$ cat config.mk
export PLATFORM = sky130hd
export DESIGN_NAME = hazard_ctrl_flat
export DESIGN_NICKNAME = d
export VERILOG_FILES = /design/src/rtl/hazard_ctrl_if.sv /design/src/rtl/hazard_ctrl.sv /design/src/flat_wrapper.sv
export SDC_FILE = /design/constraint.sdc
export NUM_CORES = 1
export LEC_CHECK = 0
export ABC_AREA = 1
export CAP_MARGIN = 30
export CORE_MARGIN = 2
export CORE_UTILIZATION = 47
export CTS_BUF_LIST = sky130_fd_sc_hd__clkbuf_8 sky130_fd_sc_hd__clkbuf_16
export CTS_CLUSTER_DIAMETER = 120
export CTS_CLUSTER_SIZE = 8
export DETAILED_ROUTE_END_ITERATION = 12
export DONT_BUFFER_PORTS = 1
export MAX_ROUTING_LAYER = met4
export PLACE_DENSITY = 0.6
export RECOVER_POWER = 100
export SYNTH_ARGS = -nofsm -noshare
export SYNTH_HDL_FRONTEND = slang
export SYNTH_SLANG_ARGS = --single-unit
$ cat constraint.sdc
create_clock -name clk -period 3.05 [get_ports clk]
set_input_delay 0.7625 -clock clk [delete_from_list [all_inputs] [get_ports clk]]
set_output_delay 0.7625 -clock clk [all_outputs]
set_load 0.05 [all_outputs]
$ cat src/rtl/hazard_ctrl_if.sv
// Hazard controller bundle: ID/EX/MEM pipeline fields in, stall/flush/freeze controls and counters out.
// The pipeline side drives through "master"; the hazard controller uses "slave".
interface hazard_ctrl_if #(
    parameter int CNT_W = 16
);
    logic [4:0]       id_rs;
    logic [4:0]       id_rt;
    logic             id_uses_rt;
    logic             id_branch;
    logic             id_branch_taken;
    logic             ex_mem_read;
    logic             ex_reg_write;
    logic [4:0]       ex_dest;
    logic             mem_mem_read;
    logic [4:0]       mem_dest;
    logic             mem_access;
    logic             dmem_ready;
    logic             pc_write;
    logic             if_id_write;
    logic             if_id_flush;
    logic             id_ex_bubble;
    logic             freeze;
    logic             mem_timeout;
    logic [CNT_W-1:0] stall_cnt;
    logic [CNT_W-1:0] flush_cnt;

    modport master (
        output id_rs, id_rt, id_uses_rt, id_branch, id_branch_taken,
        output ex_mem_read, ex_reg_write, ex_dest,
        output mem_mem_read, mem_dest, mem_access, dmem_ready,
        input  pc_write, if_id_write, if_id_flush, id_ex_bubble, freeze,
        input  mem_timeout, stall_cnt, flush_cnt
    );

    modport slave (
        input  id_rs, id_rt, id_uses_rt, id_branch, id_branch_taken,
        input  ex_mem_read, ex_reg_write, ex_dest,
        input  mem_mem_read, mem_dest, mem_access, dmem_ready,
        output pc_write, if_id_write, if_id_flush, id_ex_bubble, freeze,
        output mem_timeout, stall_cnt, flush_cnt
    );
endinterface

$ cat src/rtl/hazard_ctrl.sv
// Hazard controller for the 5-stage MIPS core: load-use/branch stalls, taken-branch flush,
// data-memory wait freeze with timeout, and saturating stall/flush counters.
//
//  state  | meaning
//  S_RUN  | normal flow; stalls, bubbles and flushes decided from current ID/EX/MEM fields
//  S_WAIT | multi-cycle dmem access in flight; whole pipeline frozen until ready or timeout
module hazard_ctrl #(
    parameter int TIMEOUT = 64,
    parameter int CNT_W   = 16
) (
    input  logic          clk,
    input  logic          reset,
    hazard_ctrl_if.slave  hz
);
    localparam int WAIT_W = (TIMEOUT > 2) ? $clog2(TIMEOUT - 1) : 1;
    // Remaining-wait down-counter: loaded when the first frozen cycle ends, timeout at zero.
    localparam logic [WAIT_W-1:0] WAIT_LOAD = WAIT_W'(TIMEOUT - 2);

    typedef enum logic {
        S_RUN,
        S_WAIT
    } state_t;

    state_t            state, state_nxt;
    logic [WAIT_W-1:0] wait_rem, wait_rem_nxt;
    logic              timeout_set;
    logic              mem_timeout;
    logic [CNT_W-1:0]  stall_cnt;
    logic [CNT_W-1:0]  flush_cnt;

    logic pc_write, if_id_write, if_id_flush, id_ex_bubble, freeze;

    logic ex_rs, ex_rt, mem_rs, mem_rt;
    logic load_use, br_hazard;

    assign ex_rs  = (hz.ex_dest  != 5'd0) && (hz.ex_dest  == hz.id_rs);
    assign ex_rt  = (hz.ex_dest  != 5'd0) && (hz.ex_dest  == hz.id_rt);
    assign mem_rs = (hz.mem_dest != 5'd0) && (hz.mem_dest == hz.id_rs);
    assign mem_rt = (hz.mem_dest != 5'd0) && (hz.mem_dest == hz.id_rt);

    assign load_use  = hz.ex_mem_read & (ex_rs | (hz.id_uses_rt & ex_rt));
    // Branches compare in ID, so both operands must be final, whatever id_uses_rt says.
    assign br_hazard = hz.id_branch &
                       ((hz.ex_reg_write & (ex_rs | ex_rt)) |
                        (hz.mem_mem_read & (mem_rs | mem_rt)));

    always_comb begin
        state_nxt    = state;
        wait_rem_nxt = wait_rem;
        timeout_set  = 1'b0;
        pc_write     = 1'b1;
        if_id_write  = 1'b1;
        if_id_flush  = 1'b0;
        id_ex_bubble = 1'b0;
        freeze       = 1'b0;
        if (!reset) begin
            case (state)
                S_RUN: begin
                    if (hz.mem_access && !hz.dmem_ready) begin
                        freeze       = 1'b1;
                        pc_write     = 1'b0;
                        if_id_write  = 1'b0;
                        state_nxt    = S_WAIT;
                        wait_rem_nxt = WAIT_LOAD;
                    end else if (load_use || br_hazard) begin
                        pc_write     = 1'b0;
                        if_id_write  = 1'b0;
                        id_ex_bubble = 1'b1;
                    end else if (hz.id_branch && hz.id_branch_taken) begin
                        if_id_flush  = 1'b1;
                    end
                end
                S_WAIT: begin
                    freeze      = 1'b1;
                    pc_write    = 1'b0;
                    if_id_write = 1'b0;
                    if (hz.dmem_ready) begin
                        state_nxt    = S_RUN;
                        wait_rem_nxt = '0;
                    end else if (wait_rem == '0) begin
                        timeout_set  = 1'b1;
                        state_nxt    = S_RUN;
                    end else begin
                        wait_rem_nxt = wait_rem - WAIT_W'(1);
                    end
                end
                default: state_nxt = S_RUN;
            endcase
        end
    end

    always_ff @(posedge clk) begin
        if (reset) begin
            state       <= S_RUN;
            wait_rem    <= '0;
            mem_timeout <= 1'b0;
            stall_cnt   <= '0;
            flush_cnt   <= '0;
        end else begin
            state    <= state_nxt;
            wait_rem <= wait_rem_nxt;
            if (timeout_set) begin
                mem_timeout <= 1'b1;
            end
            if (!pc_write && (stall_cnt != '1)) begin
                stall_cnt <= stall_cnt + CNT_W'(1);
            end
            if (if_id_flush && (flush_cnt != '1)) begin
                flush_cnt <= flush_cnt + CNT_W'(1);
            end
        end
    end

    assign hz.pc_write     = pc_write;
    assign hz.if_id_write  = if_id_write;
    assign hz.if_id_flush  = if_id_flush;
    assign hz.id_ex_bubble = id_ex_bubble;
    assign hz.freeze       = freeze;
    assign hz.mem_timeout  = mem_timeout;
    assign hz.stall_cnt    = stall_cnt;
    assign hz.flush_cnt    = flush_cnt;
endmodule
$ cat src/flat_wrapper.sv
// flat-port wrapper written by rule: the top's interface ports become plain ports
module hazard_ctrl_flat 
#(
    parameter int TIMEOUT = 64,
    parameter int CNT_W   = 16
)
  (clk, reset, hz_id_rs, hz_id_rt, hz_id_uses_rt, hz_id_branch, hz_id_branch_taken, hz_ex_mem_read, hz_ex_reg_write, hz_ex_dest, hz_mem_mem_read, hz_mem_dest, hz_mem_access, hz_dmem_ready, hz_pc_write, hz_if_id_write, hz_if_id_flush, hz_id_ex_bubble, hz_freeze, hz_mem_timeout, hz_stall_cnt, hz_flush_cnt);
  hazard_ctrl_if #(.CNT_W(CNT_W)) hz_i ();
  input  logic clk;
  input  logic reset;
  input wire logic [$bits(hz_i.id_rs)-1:0] hz_id_rs;
  input wire logic [$bits(hz_i.id_rt)-1:0] hz_id_rt;
  input wire logic [$bits(hz_i.id_uses_rt)-1:0] hz_id_uses_rt;
  input wire logic [$bits(hz_i.id_branch)-1:0] hz_id_branch;
  input wire logic [$bits(hz_i.id_branch_taken)-1:0] hz_id_branch_taken;
  input wire logic [$bits(hz_i.ex_mem_read)-1:0] hz_ex_mem_read;
  input wire logic [$bits(hz_i.ex_reg_write)-1:0] hz_ex_reg_write;
  input wire logic [$bits(hz_i.ex_dest)-1:0] hz_ex_dest;
  input wire logic [$bits(hz_i.mem_mem_read)-1:0] hz_mem_mem_read;
  input wire logic [$bits(hz_i.mem_dest)-1:0] hz_mem_dest;
  input wire logic [$bits(hz_i.mem_access)-1:0] hz_mem_access;
  input wire logic [$bits(hz_i.dmem_ready)-1:0] hz_dmem_ready;
  output wire logic [$bits(hz_i.pc_write)-1:0] hz_pc_write;
  output wire logic [$bits(hz_i.if_id_write)-1:0] hz_if_id_write;
  output wire logic [$bits(hz_i.if_id_flush)-1:0] hz_if_id_flush;
  output wire logic [$bits(hz_i.id_ex_bubble)-1:0] hz_id_ex_bubble;
  output wire logic [$bits(hz_i.freeze)-1:0] hz_freeze;
  output wire logic [$bits(hz_i.mem_timeout)-1:0] hz_mem_timeout;
  output wire logic [$bits(hz_i.stall_cnt)-1:0] hz_stall_cnt;
  output wire logic [$bits(hz_i.flush_cnt)-1:0] hz_flush_cnt;
  assign hz_i.id_rs = hz_id_rs;
  assign hz_i.id_rt = hz_id_rt;
  assign hz_i.id_uses_rt = hz_id_uses_rt;
  assign hz_i.id_branch = hz_id_branch;
  assign hz_i.id_branch_taken = hz_id_branch_taken;
  assign hz_i.ex_mem_read = hz_ex_mem_read;
  assign hz_i.ex_reg_write = hz_ex_reg_write;
  assign hz_i.ex_dest = hz_ex_dest;
  assign hz_i.mem_mem_read = hz_mem_mem_read;
  assign hz_i.mem_dest = hz_mem_dest;
  assign hz_i.mem_access = hz_mem_access;
  assign hz_i.dmem_ready = hz_dmem_ready;
  assign hz_pc_write = hz_i.pc_write;
  assign hz_if_id_write = hz_i.if_id_write;
  assign hz_if_id_flush = hz_i.if_id_flush;
  assign hz_id_ex_bubble = hz_i.id_ex_bubble;
  assign hz_freeze = hz_i.freeze;
  assign hz_mem_timeout = hz_i.mem_timeout;
  assign hz_stall_cnt = hz_i.stall_cnt;
  assign hz_flush_cnt = hz_i.flush_cnt;
  hazard_ctrl #(.TIMEOUT(TIMEOUT), .CNT_W(CNT_W)) u_core (.clk(clk), .reset(reset), .hz(hz_i));
endmodule
==> impl_metrics.csv, run 1 <==
group,metric,value,unit
status,status,"finished clean",
timing,finalSetupViolCount,0,
timing,min_period_over_period,89.74,%
place,numPortBuffers,0,
logic_synthesis,synthAdderAreaFrac,1.829,%
clock_network,cts-root-buf,"clkbuf_8",
route,vias,2688,
worst_setup_path,path_cells,"nor2_1 -> nand3_1 -> nand2_1 -> inv_1 -> nand3_1 -> nand2_1 -> nand3_1 -> a21boi_0 -> nor3_2 -> buf_4",
pwr,p_leak,1.152,nW
clock_network,htreeDepth,2,
place,place_area,3059,um^2
cells_and_area,area_growth,9.465,%
worst_setup_path,crit_type,"in2out",
route,drcViolationCount,0,
timing,drv_slew,0,
floorplanning,core_area,5574,um^2
cells_and_area,fin_nets,470,
pwr,seqPwrFrac,50.8,%
cells_and_area,fin_area,2995,um^2
worst_setup_path,worst_path_largest_cell_delay,0.34,ns
worst_setup_path,critPathCaptureType,"primary output",
worst_setup_path,cp_slowest_cell,"a21boi_0",
timing,skew,0.01009,ns
job,max-cap-violations,0,
clock_network,cts_buffers,5,
clock_network,cts.sinks,40,
logic_synthesis,synth_cell_type_count,38,
timing,max_freq,365.4,MHz
route,routedWlPerCell,12.71,um
cells_and_area,drive_gt1_share,8.238,%
clock_network,cts_max_path_buffers,2,
timing,period_minus_slack,2.737,ns
logic_synthesis,synth_cells,407,
floorplanning,num_rows,27,
route,drtIter0Drc,113,
pwr,switchingPower,301.9,uW
global_routing,grt_remaining_overflow,0,
worst_setup_path,critPathMaxFanout,4,
route,drt_pass1_iterations,4,
global_routing,grt_pass1_vias,2537,
worst_setup_path,start_kind,"input port",
floorplanning,ios,68,
clock_network,postCtsHoldBufs,0,
logic_synthesis,synthesis.area,2736,um^2
route,vias_per_cell,5.281,
global_routing,antenna_found_initial,0,
pwr,power_frac_clock,33.3,%
logic_synthesis,yosys_warnings,0,
floorplanning,start_util,49.09,%
timing,setup_tns,0,ns
global_routing,grt_usage,21.38,%
pwr,swShare,28.14,%
global_routing,grt_max_degree,37,
floorplanning,die_y,80.30,um
worst_setup_path,cp_common_cell,"nand3_1",
logic_synthesis,synth_xor_area_share,12.48,%
pwr,p_comb_share,16.0,%
cells_and_area,antenna_cells,0,
clock_network,worstSkewPairLatency,0.28,ns
pwr,cell_internal_pwr,770.9,uW
clock_network,cts_tree,"built",
min_path,hold_class,"reg2reg",
timing,rsz0062_at_grt,"false",
clock_network,path_clk_slew,0.08,ns
route,postRouteWirelength,6471,um
logic_synthesis,synth-simple-area-share,35.21,%
timing,finalHoldViolations,0,
logic_synthesis,ys_ff_latch,40,
logic_synthesis,synth_top_family_by_area,"simple AND/OR/NAND/NOR gates",
global_routing,grt_pass1_wl,10970,um
place,hpwlAfterDp,4822,um
worst_setup_path,arrival,1.97,ns
cells_and_area,fill_cells,586,
place,gp_routability_congestion,0.8828,
worst_setup_path,critical_path_required,2.29,ns
logic_synthesis,synth_nets,441,
logic_synthesis,synth_seq_area_share,29.26,%
logic_synthesis,muxShareOfSynthArea,0,%
pwr,vdd_drop_max,0.3336,mV
clock_network,post_cts_buffers,0,
floorplanning,dieArea,6448,um^2
pwr,power_density,358.1,nW/um^2
route,ant_nets,0,
clock_network,cts_resized,0,
timing,relSlewSlack,38.75,%
floorplanning,die_w,80.30,um
logic_synthesis,syn_avg_cell_area,6.723,um^2
timing,tightest_slew,0.9153,ns
logic_synthesis,synth_compound_area_share,11.25,%
==> power by group through the flow <==
stage                     combinational [mW]  sequential (mW)  clock [mW]
after CTS                              0.182            0.545       0.375
after floorplan                        0.135            0.571           0
after detailed placement               0.181            0.557           0
final                                  0.171            0.545       0.357
after global routing                   0.195            0.547       0.393
after global placement                 0.178            0.557           0
==> stage by stage <==
step | instances | setup slack [ns] | hold slack, ns | util (%) | power [mW]
5_1_grt | 509 | 0.1037 | 0.5166 | 53.74 | 1.135
2_1_floorplan | 407 | 0.02843 | 0.4770 | - | 0.7068
3_5_place_dp | 501 | 0.3782 | 0.4971 | 54.88 | 0.7380
4_1_cts | 509 | 0.3744 | 0.5111 | 56.57 | 1.101
3_3_place_gp | 501 | 0.4223 | 0.4999 | 54.88 | 0.7349
6_report | 509 | 0.3131 | 0.5104 | 53.74 | 1.073
==> final timing paths <==
check                                                          from                                   end  slack, ns  cells past startpoint
worst max-delay path                                  hz_ex_dest[2]                       hz_id_ex_bubble       0.31                     10
worst min-delay path                u_core.wait_rem[5]$_SDFFE_PP0P_       u_core.wait_rem[5]$_SDFFE_PP0P_       0.51                      2
worst max register to register  u_core.hz.stall_cnt[8]$_SDFFE_PP0P_  u_core.hz.stall_cnt[15]$_SDFFE_PP0P_       0.33                      8
worst min register to register      u_core.wait_rem[5]$_SDFFE_PP0P_       u_core.wait_rem[5]$_SDFFE_PP0P_       0.51                      2
==> worst max-delay path, delay by kind of cell <==
family	cells	cell delay, ns
AND/OR/NAND/NOR	7	0.65
AO/OA/AOI/OAI	1	0.34
buffers and inverters	2	0.22
==> metal layers <==
layer  track usage [%]  vias to the layer above  share of wire (%)
met3             5.506                        5                6.9
met1             27.45                     1201                 48
li1                  -                     1399                  -
met4             4.407                        0               0.63
met2             34.17                       83                 44
met5                 -                        -                  0
==> sequential cells by signal, indices dropped and copies added, names as in the netlist <==
register and count:
u_core.hz.stall_cnt 16, u_core.hz.flush_cnt 16, u_core.state 1, u_core.wait_rem 6, u_core.hz.mem_timeout 1
==> cell usage in the layout, fill, tap and decap left out, types with 8 or more instances in the layout <==
cell,n
dfxtp_1,40
xnor2_1,11
nand4_1,34
clkbuf_1,29
nor2_1,46
nand2_1,87
inv_1,45
nor3_1,10
a21oi_1,28
xor2_1,28
o21ai_0,8
inv_2,8
nand3_1,14
==> cells in the mapped netlist, drive strengths merged <==
| library cell | number | area share, % |
|---|---|---|
| and3 | 1 | 0.23 |
| nor4 | 3 | 0.69 |
| nand3 | 16 | 3.6 |
| or4 | 1 | 0.27 |
| nand2 | 90 | 13 |
| clkbuf | 6 | 0.82 |
| a31oi | 2 | 0.46 |
| a211oi | 1 | 0.27 |
| nand4 | 35 | 8.2 |
| xor2 | 28 | 9.0 |
| xnor2 | 11 | 3.5 |
| nor3 | 12 | 2.4 |
| nand3b | 1 | 0.27 |
| a221oi | 4 | 1.3 |
| o21ai | 9 | 1.6 |
| nor2 | 47 | 6.8 |
| a21oi | 31 | 6.8 |
| dfxtp | 40 | 29 |
| a21o | 1 | 0.27 |
| inv | 52 | 7.1 |
| or2 | 1 | 0.23 |
| o31ai | 1 | 0.27 |
| ha | 4 | 1.8 |
| buf | 9 | 2.0 |
| a21boi | 1 | 0.27 |
==> area by class of cell <==
| type | count | area, um^2 | area share (%) |
|---|---|---|---|
| clock inverter | 2 | 11.26 | 0.3759 |
| sequential | 40 | 800.8 | 26.73 |
| inverter | 52 | 195.2 | 6.516 |
| tap | 72 | 90.09 | 3.008 |
| timing repair buffer | 37 | 166.4 | 5.556 |
| clock buffer | 6 | 82.58 | 2.757 |
| multi-input combinational | 300 | 1649 | 55.05 |
==> kinds of logic (layout without fill, tap and decap cells) <==
family,count (synthesis),in the layout
simple gates,207,207
buf+inv,67,97
compound gates,50,50
flops,40,40
xor+xnor,39,39
fa+ha+maj,4,4
No activity file was read; power rests on OpenSTA's default activity.
==> run 2, diff against run 1 <==
CAP_MARGIN = 20   (was 30)
PLACE_DENSITY = unset   (was 0.6)
PLACE_DENSITY_LB_ADDON = 0.15   (was unset)
SLEW_MARGIN = 40   (was unset)
==> run 2 against run 1 <==
Final cell count is 0.39% lower. Clock skew hardly changed. Flip-flop and latch count stayed put. First-iteration DRC count is 25% lower. Worst setup slack better by 0.021 ns. Combinational power hardly changed. Clock power is 4% lower. Power is 1.1% lower. Count of clock-buffer cells in the layout is 1 lower. Sequential share of layout area hardly changed. Non-clock buffer count is 1 lower. Critical path depth is 2 higher. Largest cell class unchanged. Largest power group unchanged. Highest routed layer unchanged.
==> impl_metrics.csv, run 2 (synthesis gave the netlist of run 1 again) <==
group,metric,value,unit
status,status,"finished clean",
route,drcViolationCount,0,
global_routing,grt_pass1_wl,11040,um
cells_and_area,antenna_cells,0,
pwr,p_leak,1.140,nW
pwr,seqPwrFrac,51.4,%
clock_network,cts.sinks,40,
timing,worst_slack,0.3341,ns
cells_and_area,fin_area,2999,um^2
route,vias,2656,
global_routing,grt_pass1_vias,2530,
place,hpwlAfterDp,4901,um
place,numPortBuffers,0,
timing,skew,0.009982,ns
global_routing,grt_usage,21.78,%
clock_network,cts_tree,"built",
worst_setup_path,cp_slowest_cell,"clkbuf_4",
cells_and_area,layout_common_cells,"nand2_1 (87), nor2_1 (46), inv_1 (44)",
worst_setup_path,critPathBufInv,2,
clock_network,post_cts_buffers,0,
timing,relSlewSlack,37.28,%
timing,finalSetupViolCount,0,
floorplanning,die_y,80.30,um
pwr,power_density,353.6,nW/um^2
pwr,p_total,1.061,mW
cells_and_area,largestRegisters,"u_core.hz.flush_cnt: 16 flops, u_core.hz.stall_cnt: 16 flops, u_core.wait_rem: 6 flops",
clock_network,worstSkewPairLatency,0.29,ns
global_routing,grt_remaining_overflow,0,
clock_network,cts_buffers,5,
worst_setup_path,critical_path_required,2.29,ns
worst_setup_path,critPathMaxFanout,3,
floorplanning,ios,68,
timing,finalHoldViolations,0,
pwr,vdd_drop_max,0.2771,mV
worst_setup_path,path_cells,"nor2_1 -> nand3_1 -> nand2_1 -> inv_1 -> nand3_1 -> nand2_1 -> nand2_1 -> nand2_1 -> nand2_1 -> nand3_2 -> nand2_2 -> clkbuf_4",
clock_network,cts_resized,0,
global_routing,antenna_found_initial,0,
worst_setup_path,worst_path_largest_cell_delay,0.32,ns
timing,tightest_slew,0.9373,ns
floorplanning,core_area,5574,um^2
pwr,switchingPower,313.9,uW
floorplanning,num_rows,27,
timing,setup_tns,0,ns
worst_setup_path,crit_type,"in2out",
worst_setup_path,cp_common_cell,"nand2_1",
timing,max_freq,368.2,MHz
cells_and_area,drive_gt1_share,8.506,%
clock_network,cts-root-buf,"clkbuf_8",
route,routedWlPerCell,12.85,um
timing,min_period_over_period,89.05,%
place,dp_slack,0.3972,ns
global_routing,grt_max_degree,37,
worst_setup_path,critPathCaptureType,"primary output",
route,vias_per_cell,5.239,
worst_setup_path,critical_path.top_delay_family,"simple AND/OR/NAND/NOR gates",
floorplanning,die_w,80.30,um
cells_and_area,fin_nets,469,
timing,period_minus_slack,2.716,ns
clock_network,htreeDepth,2,
worst_setup_path,arrival,1.95,ns
floorplanning,start_util,49.09,%
route,ant_nets,0,
place,dp_cells,500,
place,gp_routability_congestion,0.9258,
cells_and_area,area_growth,9.602,%
timing,rsz0062_at_grt,"false",
floorplanning,dieArea,6448,um^2
worst_setup_path,r2r_slack,0.35,ns
timing,drv_slew,0,
clock_network,postCtsHoldBufs,0,
min_path,hold_class,"reg2reg",
clock_network,cts_max_path_buffers,2,
pwr,cell_internal_pwr,746.7,uW
route,drtIter0Drc,85,
route,postRouteWirelength,6516,um
pwr,power_frac_clock,32.2,%
worst_setup_path,start_kind,"input port",
clock_network,path_clk_slew,0.08,ns
cells_and_area,final_common_cell,"nand2_1",
pwr,p_comb_share,16.4,%
cells_and_area,fin_cells,507,
job,max-cap-violations,0,
place,place_area,3054,um^2
route,drt_pass1_iterations,4,
pwr,swShare,29.59,%
[run 2: final cells by class]
class / instances / area [um^2]
clock buffers: 5 / 68.82
clock inverters: 2 / 12.51
fillers: 581 / 2575
inverters: 52 / 195.2
multi-input cells: 300 / 1657
flip-flops and latches: 40 / 800.8
well taps: 72 / 90.09
repair buffers: 36 / 175.2
[run 2: worst reg2reg max path: stages, from the launching register on]
cell	delay [ns]
dfxtp_1	0.31
clkbuf_1	0.65
nand2_2	0.20
nor2_4	0.15
nand2_2	0.08
or4_1	0.69
nand3_4	0.33
nand2_1	0.08
a21oi_1	0.15
[run 2: worst paths after layout]
path | start | to | cells after the start
worst max-delay path | hz_ex_dest[2] | hz_pc_write | 12
worst min-delay path | u_core.wait_rem[1]$_SDFFE_PP0P_ | u_core.wait_rem[1]$_SDFFE_PP0P_ | 2
worst min register to register | u_core.wait_rem[1]$_SDFFE_PP0P_ | u_core.wait_rem[1]$_SDFFE_PP0P_ | 2
worst max register to register | u_core.hz.stall_cnt[4]$_SDFFE_PP0P_ | u_core.hz.stall_cnt[11]$_SDFFE_PP0P_ | 8
[run 2: layer usage]
metal	global-route usage, %	part of all wire [%]
met3	5.506	5.9
met4	5.085	0.71
met1	27.48	47
met5	-	0
met2	35.17	47
[run 2: power groups by stage]
stage / logic [mW] / registers, mW / clock network, mW
final: 0.174 / 0.545 / 0.342
after global routing: 0.196 / 0.547 / 0.370
after CTS: 0.184 / 0.545 / 0.355
after detailed placement: 0.183 / 0.557 / 0
after global placement: 0.178 / 0.557 / 0
after floorplan: 0.135 / 0.571 / 0
[run 2: stage by stage]
stage / hold WS [ns] / utilization (%)
finish: 0.5213 / 53.80
global route: 0.5104 / 53.80
CTS: 0.5179 / 56.25
detailed placement: 0.5131 / 54.79
global placement: 0.4979 / 54.75
floorplan: 0.4770 / -
==> run 3, diff against run 2 <==
ABC_AREA = unset   (was 1)
CELL_PAD_IN_SITES_DETAIL_PLACEMENT = 0   (was unset)
CELL_PAD_IN_SITES_GLOBAL_PLACEMENT = 1   (was unset)
CORE_UTILIZATION = 45   (was 47)
==> run 3 against run 2 <==
Clock skew decreased by 0.0024 ns. Critical path type unchanged. Critical path depth decreased by 8. Combinational power shrank 3%. Register-to-register slack is essentially flat. Sequential power is 0.9% higher. Global-route usage fell by 0.79 points.
==> impl_metrics.csv, run 3 <==
group,metric,value,unit
worst_setup_path,path_cells,"or4_1 -> o22a_1 -> a221o_2 -> clkinvlp_4",
global_routing,grt_max_degree,41,
timing,finalSetupViolCount,0,
logic_synthesis,ys_ff_latch,40,
clock_network,postCtsHoldBufs,0,
timing,rsz0062_at_grt,"false",
worst_setup_path,critical_path.top_delay_family,"compound AO/OA/AOI/OAI gates",
logic_synthesis,yosys.area.top_type,"dfxtp_1",
clock_network,cts_buffers,5,
logic_synthesis,synthesis.area,2399,um^2
job,max-cap-violations,0,
logic_synthesis,yosys_warnings,0,
clock_network,cts-root-buf,"clkbuf_8",
worst_setup_path,worstReg2RegStart,"u_core.hz.stall_cnt[1]$_SDFFE_PP0P_",
route,drt_pass1_iterations,4,
global_routing,grt_usage,20.99,%
cells_and_area,final_common_cell,"dfxtp_1",
worst_setup_path,r2r-end,"u_core.hz.stall_cnt[7]$_SDFFE_PP0P_",
min_path,hold_class,"reg2reg",
timing,hold_ws,0.4892,ns
timing,drv_slew,0,
timing,finalHoldViolations,0,
cells_and_area,layout_common_cells,"dfxtp_1 (40), a21oi_1 (27), nand3_1 (23)",
worst_setup_path,crit_type,"in2out",
floorplanning,die_w,77.01,um
logic_synthesis,synth_seq_area_share,33.39,%
floorplanning,die_y,77.01,um
logic_synthesis,synth_flop_cell,"dfxtp_1",
timing,period_minus_slack,2.954,ns
logic_synthesis,synth_cell_type_count,46,
clock_network,cts_tree,"built",
global_routing,antenna_found_initial,0,
timing,relSlewSlack,37.57,%
pwr,power_density,394.5,nW/um^2
cells_and_area,fill_cells,542,
worst_setup_path,critPathCaptureType,"primary output",
clock_network,path_clk_slew,0.07,ns
logic_synthesis,synth_common_cells,"dfxtp_1 (40), a21oi_1 (27), nand3_1 (23)",
cells_and_area,antenna_cells,0,
worst_setup_path,rr_worst_depth,7,
floorplanning,ios,68,
worst_setup_path,worst_path_largest_cell_delay,0.53,ns
place,numPortBuffers,0,
timing,skew,0.007561,ns
logic_synthesis,synth_top_area_share,33.39,%
worst_setup_path,critPathBufInv,1,
logic_synthesis,synth_nets,337,
global_routing,grt_pass1_vias,2139,
route,drtIter0Drc,91,
cells_and_area,fin_nets,353,
pwr,p_leak,0.7836,nW
logic_synthesis,synth_cells,303,
cells_and_area,utilization,51.46,%
route,postRouteWirelength,5920,um
route,vias_per_cell,5.920,
place,hpwlAfterDp,4283,um
clock_network,cts.sinks,40,
route,drcViolationCount,0,
timing,max_freq,338.5,MHz
worst_setup_path,start_kind,"input port",
clock_network,worstSkewPairLatency,0.28,ns
worst_setup_path,arrival,2.19,ns
floorplanning,start_util,46.67,%
timing,tightest_slew,0.9364,ns
global_routing,grt_pass1_wl,10120,um
floorplanning,num_rows,26,
timing,setup_tns,0,ns
clock_network,post_cts_buffers,0,
timing,min_period_over_period,96.85,%
logic_synthesis,synthArstFlopShare,0,%
worst_setup_path,cp_slowest_cell,"or4_1",
cells_and_area,drive_gt1_share,7.837,%
min_path,whs_path_depth,2,
floorplanning,dieArea,5930,um^2
cells_and_area,area_growth,10.28,%
worst_setup_path,critPathMaxFanout,3,
pwr,vdd_drop_max,0.2930,mV
logic_synthesis,synth_edf_count,0,
clock_network,htreeDepth,2,
cells_and_area,largestRegisters,"u_core.hz.flush_cnt: 16 flops, u_core.hz.stall_cnt: 16 flops, u_core.wait_rem: 6 flops",
clock_network,cts_resized,0,
place,gp_routability_congestion,0.8740,
min_path,hold_end,"u_core.wait_rem[3]$_SDFFE_PP0P_",
route,ant_nets,0,
status,status,"finished clean",
clock_network,cts_max_path_buffers,2,
floorplanning,core_area,5140,um^2
route,vias,2303,
min_path,hp-start,"u_core.wait_rem[3]$_SDFFE_PP0P_",
logic_synthesis,ys_top_cells_by_area,"dfxtp_1 (33%), xnor2_1 (7.3%), a21oi_1 (5.6%)",
logic_synthesis,syn_avg_cell_area,7.916,um^2
route,routedWlPerCell,15.22,um
worst_setup_path,r2r_slack,0.35,ns
logic_synthesis,yosys.cell_count.top_type,"dfxtp_1",
worst_setup_path,critical_path_required,2.29,ns
global_routing,grt_remaining_overflow,0,
==> run 3: per-stage QoR <==
step / std cells / cell area (um^2) / power (mW) / worst slack [ns]
CTS: 389 / 2720 / 1.064 / 0.08561
global placement: 382 / 2640 / 0.7337 / 0.1010
global route: 389 / 2645 / 1.098 / 0.06563
floorplan: 303 / 2434 / 0.7054 / -0.2127
detailed placement: 382 / 2643 / 0.7342 / 0.08714
finish: 389 / 2645 / 1.043 / 0.09621
==> run 3: layer usage <==
layer  vias up  GRT usage [%]  wire length [um]
li1       1169              -                 -
met1      1070          27.30              2811
met2        62          32.28              2718
met3         2          5.412               362
met4         0          6.250                27
met5         -              -                 0
==> run 3: tightest hold or removal path, stage by stage, from the launching register on <==
cell	delay, ns
dfxtp_1	0.34
inv_1	0.06
a21oi_1	0.05
==> run 3: worst max path at each step <==
stage                    from  depth (start not counted)  slack (ns)              to
2_1_floorplan  hz_mem_dest[1]                          6       -0.21     hz_pc_write
3_3_place_gp    hz_ex_dest[1]                          4        0.10  hz_if_id_flush
3_5_place_dp    hz_ex_dest[1]                          4        0.09  hz_if_id_flush
4_1_cts         hz_ex_dest[1]                          4        0.09  hz_if_id_flush
5_1_grt         hz_ex_dest[1]                          4        0.07  hz_if_id_flush
6_report        hz_ex_dest[1]                          4         0.1  hz_if_id_flush
==> run 3: logic make-up after synthesis <==
group / count (synthesis) / share of synthesized area [%]
xor+xnor: 20 / 7.303
buf+inv: 24 / 4.329
compound gates: 78 / 21.13
mux: 6 / 2.712
fa+ha+maj: 4 / 2.087
simple gates: 131 / 29.06
flops: 40 / 33.39
==> run 3: power breakdown <==
part | internal, mW | leakage, nW | total [mW] | switching, mW
Clock | 0.152 | 0.0452 | 0.325 | 0.173
Combinational | 0.0669 | 0.414 | 0.169 | 0.102
Sequential | 0.534 | 0.324 | 0.550 | 0.0156
==> run 3: area by class of cell <==
cell class / count / area (um^2) / share of cell area, %
inverter: 10 / 41.29 / 1.561
multi-input combinational: 239 / 1513 / 57.19
tap: 70 / 87.58 / 3.311
clock buffer: 5 / 68.82 / 2.602
sequential: 40 / 800.8 / 30.27
clock inverter: 2 / 8.758 / 0.3311
timing repair buffer: 23 / 125.1 / 4.730
